### src/rtl/sha3_digest_serializer.sv
// rtl/sha3_digest_serializer.sv - two-slot ping-pong buffer streaming Keccak digest lanes as 64-bit words
module sha3_digest_serializer #(
  parameter int OUT_LANES = 4
) (
  input  logic            clk,
  input  logic            rst_n,
  input  logic            sample,
  input  logic [4:0][63:0] isa,
  input  logic [4:0][63:0] isb,
  input  logic [4:0][63:0] isc,
  input  logic [4:0][63:0] isd,
  input  logic [4:0][63:0] ise,
  output logic            can_take,
  output logic            ovalid,
  input  logic            oready,
  output logic [63:0]     odata,
  output logic [4:0]      olane,
  output logic            olast,
  output logic            overflow
);

  generate
    if (OUT_LANES < 1 || OUT_LANES > 25) begin : g_bad_out_lanes
      $error("sha3_digest_serializer: OUT_LANES must be in 1..25");
    end
  endgenerate

  localparam logic [4:0] LAST_IDX = 5'(OUT_LANES - 1);

  // Two state slots; data is not reset, validity is tracked by r_count
  logic [63:0] r_slot [2][OUT_LANES];
  logic        r_wr_ptr;
  logic        r_rd_ptr;
  logic [1:0]  r_count;
  logic [4:0]  r_idx;
  logic        r_overflow;

  logic [63:0] w_lane [OUT_LANES];
  logic [63:0] w_odata;
  logic        w_ovalid;
  logic        w_is_last;
  logic        w_fire;
  logic        w_free;
  logic        w_accept;
  logic        w_drop;
  logic        w_unused_rows;

  // Lanes beyond OUT_LANES are intentionally ignored; fold them so they do not dangle
  assign w_unused_rows = ^{isa, isb, isc, isd, ise};

  // Map lane index k to row k/5, element k%5 for the lanes we keep
  always_comb begin
    for (int k = 0; k < OUT_LANES; k++) begin
      w_lane[k] = '0;
      case (k / 5)
        0:       w_lane[k] = isa[3'(k % 5)];
        1:       w_lane[k] = isb[3'(k % 5)];
        2:       w_lane[k] = isc[3'(k % 5)];
        3:       w_lane[k] = isd[3'(k % 5)];
        default: w_lane[k] = ise[3'(k % 5)];
      endcase
    end
  end

  assign w_ovalid  = (r_count != 2'd0);
  assign w_is_last = (r_idx == LAST_IDX);
  assign w_fire    = w_ovalid & oready;
  assign w_free    = w_fire & w_is_last;
  // A freeing fire makes room in the same cycle, so a full buffer can still accept
  assign w_accept  = sample & ((r_count != 2'd2) | w_free);
  assign w_drop    = sample & ~w_accept;

  // Select the current lane of the oldest buffered state
  always_comb begin
    w_odata = '0;
    for (int k = 0; k < OUT_LANES; k++) begin
      if (r_idx == 5'(k)) w_odata = r_slot[r_rd_ptr][k];
    end
  end

  // Capture the kept lanes of an accepted state into the write slot
  always_ff @(posedge clk) begin
    if (w_accept) begin
      for (int k = 0; k < OUT_LANES; k++) begin
        r_slot[r_wr_ptr][k] <= w_lane[k];
      end
    end
  end

  // Pointers, occupancy, lane index and sticky overflow
  always_ff @(posedge clk or negedge rst_n) begin
    if (!rst_n) begin
      r_wr_ptr   <= 1'b0;
      r_rd_ptr   <= 1'b0;
      r_count    <= 2'd0;
      r_idx      <= 5'd0;
      r_overflow <= 1'b0;
    end else begin
      if (w_accept) r_wr_ptr <= ~r_wr_ptr;
      if (w_drop)   r_overflow <= 1'b1;
      if (w_free) begin
        r_idx    <= 5'd0;
        r_rd_ptr <= ~r_rd_ptr;
      end else if (w_fire) begin
        r_idx <= r_idx + 5'd1;
      end
      case ({w_accept, w_free})
        2'b10:   r_count <= r_count + 2'd1;
        2'b01:   r_count <= r_count - 2'd1;
        default: r_count <= r_count;
      endcase
    end
  end

  assign can_take = (r_count != 2'd2);
  assign ovalid   = w_ovalid;
  assign odata    = w_odata;
  assign olane    = r_idx;
  assign olast    = w_ovalid & w_is_last;
  assign overflow = r_overflow;

endmodule

### config.mk
export PLATFORM = sky130hd
export DESIGN_NAME = sha3_digest_serializer
export DESIGN_NICKNAME = d
export VERILOG_FILES = /design/src/rtl/sha3_digest_serializer.sv
export SDC_FILE = /design/constraint.sdc
export NUM_CORES = 1
export LEC_CHECK = 0
export CAP_MARGIN = 10
export CORE_AREA = 10 10 641 643
export CTS_BUF_LIST = sky130_fd_sc_hd__clkbuf_8 sky130_fd_sc_hd__clkbuf_16
export DETAILED_ROUTE_END_ITERATION = 10
export DIE_AREA = 0 0 651 653
export SETUP_SLACK_MARGIN = 0.5
export SKIP_LAST_GASP = 1
export SLEW_MARGIN = 0
export SYNTH_ARGS = -nofsm -noshare
export SYNTH_HDL_FRONTEND = slang
export SYNTH_SLANG_ARGS = --single-unit
### constraint.sdc
create_clock -name clk -period 25.5 [get_ports clk]
set_clock_uncertainty 0.2 [all_clocks]
set_input_delay 3.825 -clock clk [delete_from_list [all_inputs] [get_ports clk]]
set_output_delay 3.825 -clock clk [all_outputs]
set_load 0.1 [all_outputs]
==> results.tsv <==
stage	metric	value	unit
synthesis	combined area of all synthesized cells	20900	um2
cells_and_area	area delta synth->final	54.2	%
setup_path	CP Data Arrival Time	5.94	ns
hold_path	origin of the worst min-delay path	overflow	
place	final weighted congestion of routability-driven global placement	0.704	
power	sum of internal, switching and leakage power	3700	uW
setup_path	crit path launch type	register	
setup_path	FF-to-FF path depth	8	
clock_tree	Resize count post-CTS	0	
sta	worst-margin pin slew	1.17	ns
synthesis	total of flip-flops plus latches after synthesis	522	
power	Static Leakage	0.00860	uW
sta	Final min period	9.96	ns
hold_path	end point of the most critical hold path	overflow	
setup_path	worst setup path start	r_rd_ptr	
setup_path	register-to-register setup slack	20.07	ns
setup_path	Worst Path Class, Setup	register to primary output	
clock_tree	CTS Root Buffer Type	sky130_fd_sc_hd__clkbuf_16	
grt	overall overflow remaining after global route	0	
sta	fin. max-slew vios	0	
synthesis	cell with the most instances after synthesis	sky130_fd_sc_hd__edfxtp_1	
grt	vias in the first global route	13000	
die	I/O Pins	1677	
routing	detailed-routing iteration count for the pre-antenna-repair pass	5	
power	worst ir drop on vdd	0.0911	mV
synthesis	largest family of logic cells by synthesized area	multiplexers	
synthesis	dominant register cell in the synthesized netlist	sky130_fd_sc_hd__edfxtp_1	
job	max-cap violation count	0	
synthesis	Unique masters post-synth	41	
synthesis	synthesized netlist net count	2787	
setup_path	required time at the endpoint of the critical path	21.48	ns
routing	average wire per standard cell	13.3	um
routing	Antenna Nets Post-Route	0	
sta	# setup viols final	0	
sta	final hold viol count	0	
place	HPWL reported at the end of detailed placement	69300	um
cells_and_area	post-route standard cell area excluding fillers	32300	um2
synthesis	adder-cell share of the synthesized area	0.239	%
die	Initial Util	5.26	%
grt	initial antenna violation count	63	
synthesis	area fraction in compound gates after synthesis	8.33	%
sta	PnR worst setup slack	15.54	ns
setup_path	reg-to-reg startpoint	olane[0]	
die	die height	653	um
clock_tree	clock slew at reported path FFs	0.06	ns
power	power per cell area	115	nW/um2
clock_tree	Clock H-tree levels	2	
clock_tree	Post-CTS Repair Setup Buffers	0	
synthesis	share of cell area taken by muxes after synthesis	10.0	%
status	outcome	finished clean	
routing	vias post-DR	12400	
die	Die Area	425000	um2
clock_tree	number of sinks on the clock net	522	
place	placed instance area	30600	um2
sta	fraction of the cycle the final worst path needs	39.1	%
clock_tree	Max Buffers Root-to-Sink	3	
synthesis	count of yosys warnings during synthesis	0	
cells_and_area	proportion of layout cells with a drive suffix above 1	19.1	%
sta	post-route setup TNS	0	ns
sta	relative max-transition margin	21.9	%
grt	global-route wire length before repair	117000	um
cells_and_area	NumNets Final	3112	
synthesis	count of flip-flops with a built-in enable after synthesis	512	
routing	average vias per placed instance	1.80	
synthesis	asr flop ratio synth	1.92	%
routing	Residual DRC	0	
clock_tree	clock insertion delay at the later pin of the skew report	0.67	ns
place	number of buffer cells added on primary ports	332	
routing	final wirelength	91400	um
synthesis	sequential area share after synthesis	74.6	%
grt	pin count of the biggest net entering global routing	101	
setup_path	critical path capture point type	primary output	
setup_path	highest net fanout along the worst path	75	
synthesis	synthesized area per cell	17.8	um2
die	standard cell core area	398000	um2
setup_path	worst flop-to-flop path endpoint	r_slot[0][211]	
die	# rows	232	
place	Place WS	16.14	ns
synthesis	library cell with the largest summed area after synthesis	sky130_fd_sc_hd__edfxtp_1	
synthesis	simple logic cell fraction of the synthesized area	4.28	%
grt	total routing usage reported by global routing	4.08	%
synthesis	most used standard cells in the synthesized netlist	sky130_fd_sc_hd__edfxtp_1, sky130_fd_sc_hd__mux2_2, sky130_fd_sc_hd__nand3_1, sky130_fd_sc_hd__nor2b_1, sky130_fd_sc_hd__a221oi_1	
synthesis	cell count after synthesis	1179	
synthesis	fraction of post-synthesis cell area in the top cell type by area	73.5	%
routing	Iteration-0 DRC Markers	855	
hold_path	classification of the worst-slack hold path	register to register	
sta	highest attainable clock frequency	100	MHz
die	horizontal extent of the die	651	um
clock_tree	count of hold buffers inserted by post-cts repair	0	
clock_tree	number of buffers created by CTS	53	
clock_tree	clock tree from TritonCTS	done	
sta	setup repair after global routing missed its margin	no	
synthesis	biggest area contributors in the synthesized netlist	sky130_fd_sc_hd__edfxtp_1, sky130_fd_sc_hd__mux2_2, sky130_fd_sc_hd__mux2i_1	
hold_path	Hold Path Cell Cnt	1	
synthesis	xor/xnor share of the synthesized area	0.126	%
==> worst max-delay path, cell delays in order (launching register included) <==
cell and delay (ns):
sky130_fd_sc_hd__dfrtp_4 0.89, sky130_fd_sc_hd__buf_4 0.58, sky130_fd_sc_hd__buf_4 0.86, sky130_fd_sc_hd__buf_4 0.72, sky130_fd_sc_hd__mux2_2 0.28, sky130_fd_sc_hd__nand3_1 0.08, sky130_fd_sc_hd__a221oi_1 0.45, sky130_fd_sc_hd__clkdlybuf4s50_1 1.22
==> layout by cell type, fill, tap and decap left out, types with 2 or more instances in the layout <==
master,n
sky130_fd_sc_hd__inv_8,3
sky130_fd_sc_hd__inv_6,3
sky130_fd_sc_hd__clkbuf_16,53
sky130_fd_sc_hd__a211oi_2,22
sky130_fd_sc_hd__nor2_1,4
sky130_fd_sc_hd__a22oi_1,64
sky130_fd_sc_hd__nor4b_2,2
sky130_fd_sc_hd__a221oi_1,65
sky130_fd_sc_hd__buf_4,33
sky130_fd_sc_hd__clkinv_2,9
sky130_fd_sc_hd__inv_16,2
sky130_fd_sc_hd__clkinvlp_4,2
sky130_fd_sc_hd__clkdlybuf4s50_1,303
sky130_fd_sc_hd__o21ai_0,3
sky130_fd_sc_hd__ha_1,4
sky130_fd_sc_hd__clkinv_1,10
sky130_fd_sc_hd__nor2b_1,65
sky130_fd_sc_hd__diode_2,47
sky130_fd_sc_hd__buf_2,19
sky130_fd_sc_hd__mux2i_1,64
sky130_fd_sc_hd__inv_1,16
sky130_fd_sc_hd__a211oi_1,42
sky130_fd_sc_hd__nand4_1,3
sky130_fd_sc_hd__xnor2_1,2
sky130_fd_sc_hd__nand3_1,69
sky130_fd_sc_hd__edfxtp_1,512
sky130_fd_sc_hd__dfrtp_1,9
sky130_fd_sc_hd__buf_12,4
sky130_fd_sc_hd__clkinv_4,2
sky130_fd_sc_hd__mux2_2,129
sky130_fd_sc_hd__nand2_1,5
==> final cells by class <==
class,instances,area [um2]
well taps,5265,6590
diodes,47,118
inverters,5,18.8
flip-flops and latches,522,15600
fillers,45700,366000
clock inverters,43,287
multi-input cells,563,4860
clock buffers,53,1330
repair buffers,359,3460
==> flip-flops by register name (all words and copies together), names as in the netlist <==
register	flops
olane	5
overflow	1
r_count	2
r_rd_ptr	1
r_slot	512
r_wr_ptr	1
==> kinds of logic after synthesis <==
| kind of cell | count (synthesis) |
|---|---|
| fa+ha+maj | 4 |
| xor+xnor | 3 |
| mux | 193 |
| flops | 522 |
| compound gates | 206 |
| simple gates | 157 |
| buf+inv | 94 |
==> where the power goes <==
part / internal [uW] / switching (uW)
logic: 399 / 1320
registers: 1170 / 65.9
clock network: 384 / 360
==> layer usage <==
layer	up-vias	part of all wire [%]	global-route usage [%]
met5	-	0.15	0
met4	24	7.9	2.94
met3	165	6.8	1.35
met2	412	51	7.25
met1	6264	34	3.99
li1	5502	-	-
==> worst max path at each step <==
stage                        end  slack [ns]  cells past startpoint
detailed placement     odata[18]       16.14                      7
finish                 odata[18]       15.54                      7
CTS                    odata[18]       15.32                      7
floorplan           r_slot[0][0]        1.17                      3
global route           odata[18]       15.16                      7
global placement       odata[18]       16.15                      7
==> per-stage QoR <==
stage	utilization (%)	hold slack, ns	instances
after floorplan	-	0.354	1179
after global placement	7.67	0.329	6713
after detailed placement	7.68	0.326	6714
after CTS	8.08	0.348	6810
after global routing	8.11	0.389	6851
final	8.11	0.354	6857
No activity file was read; power rests on OpenSTA's default activity.
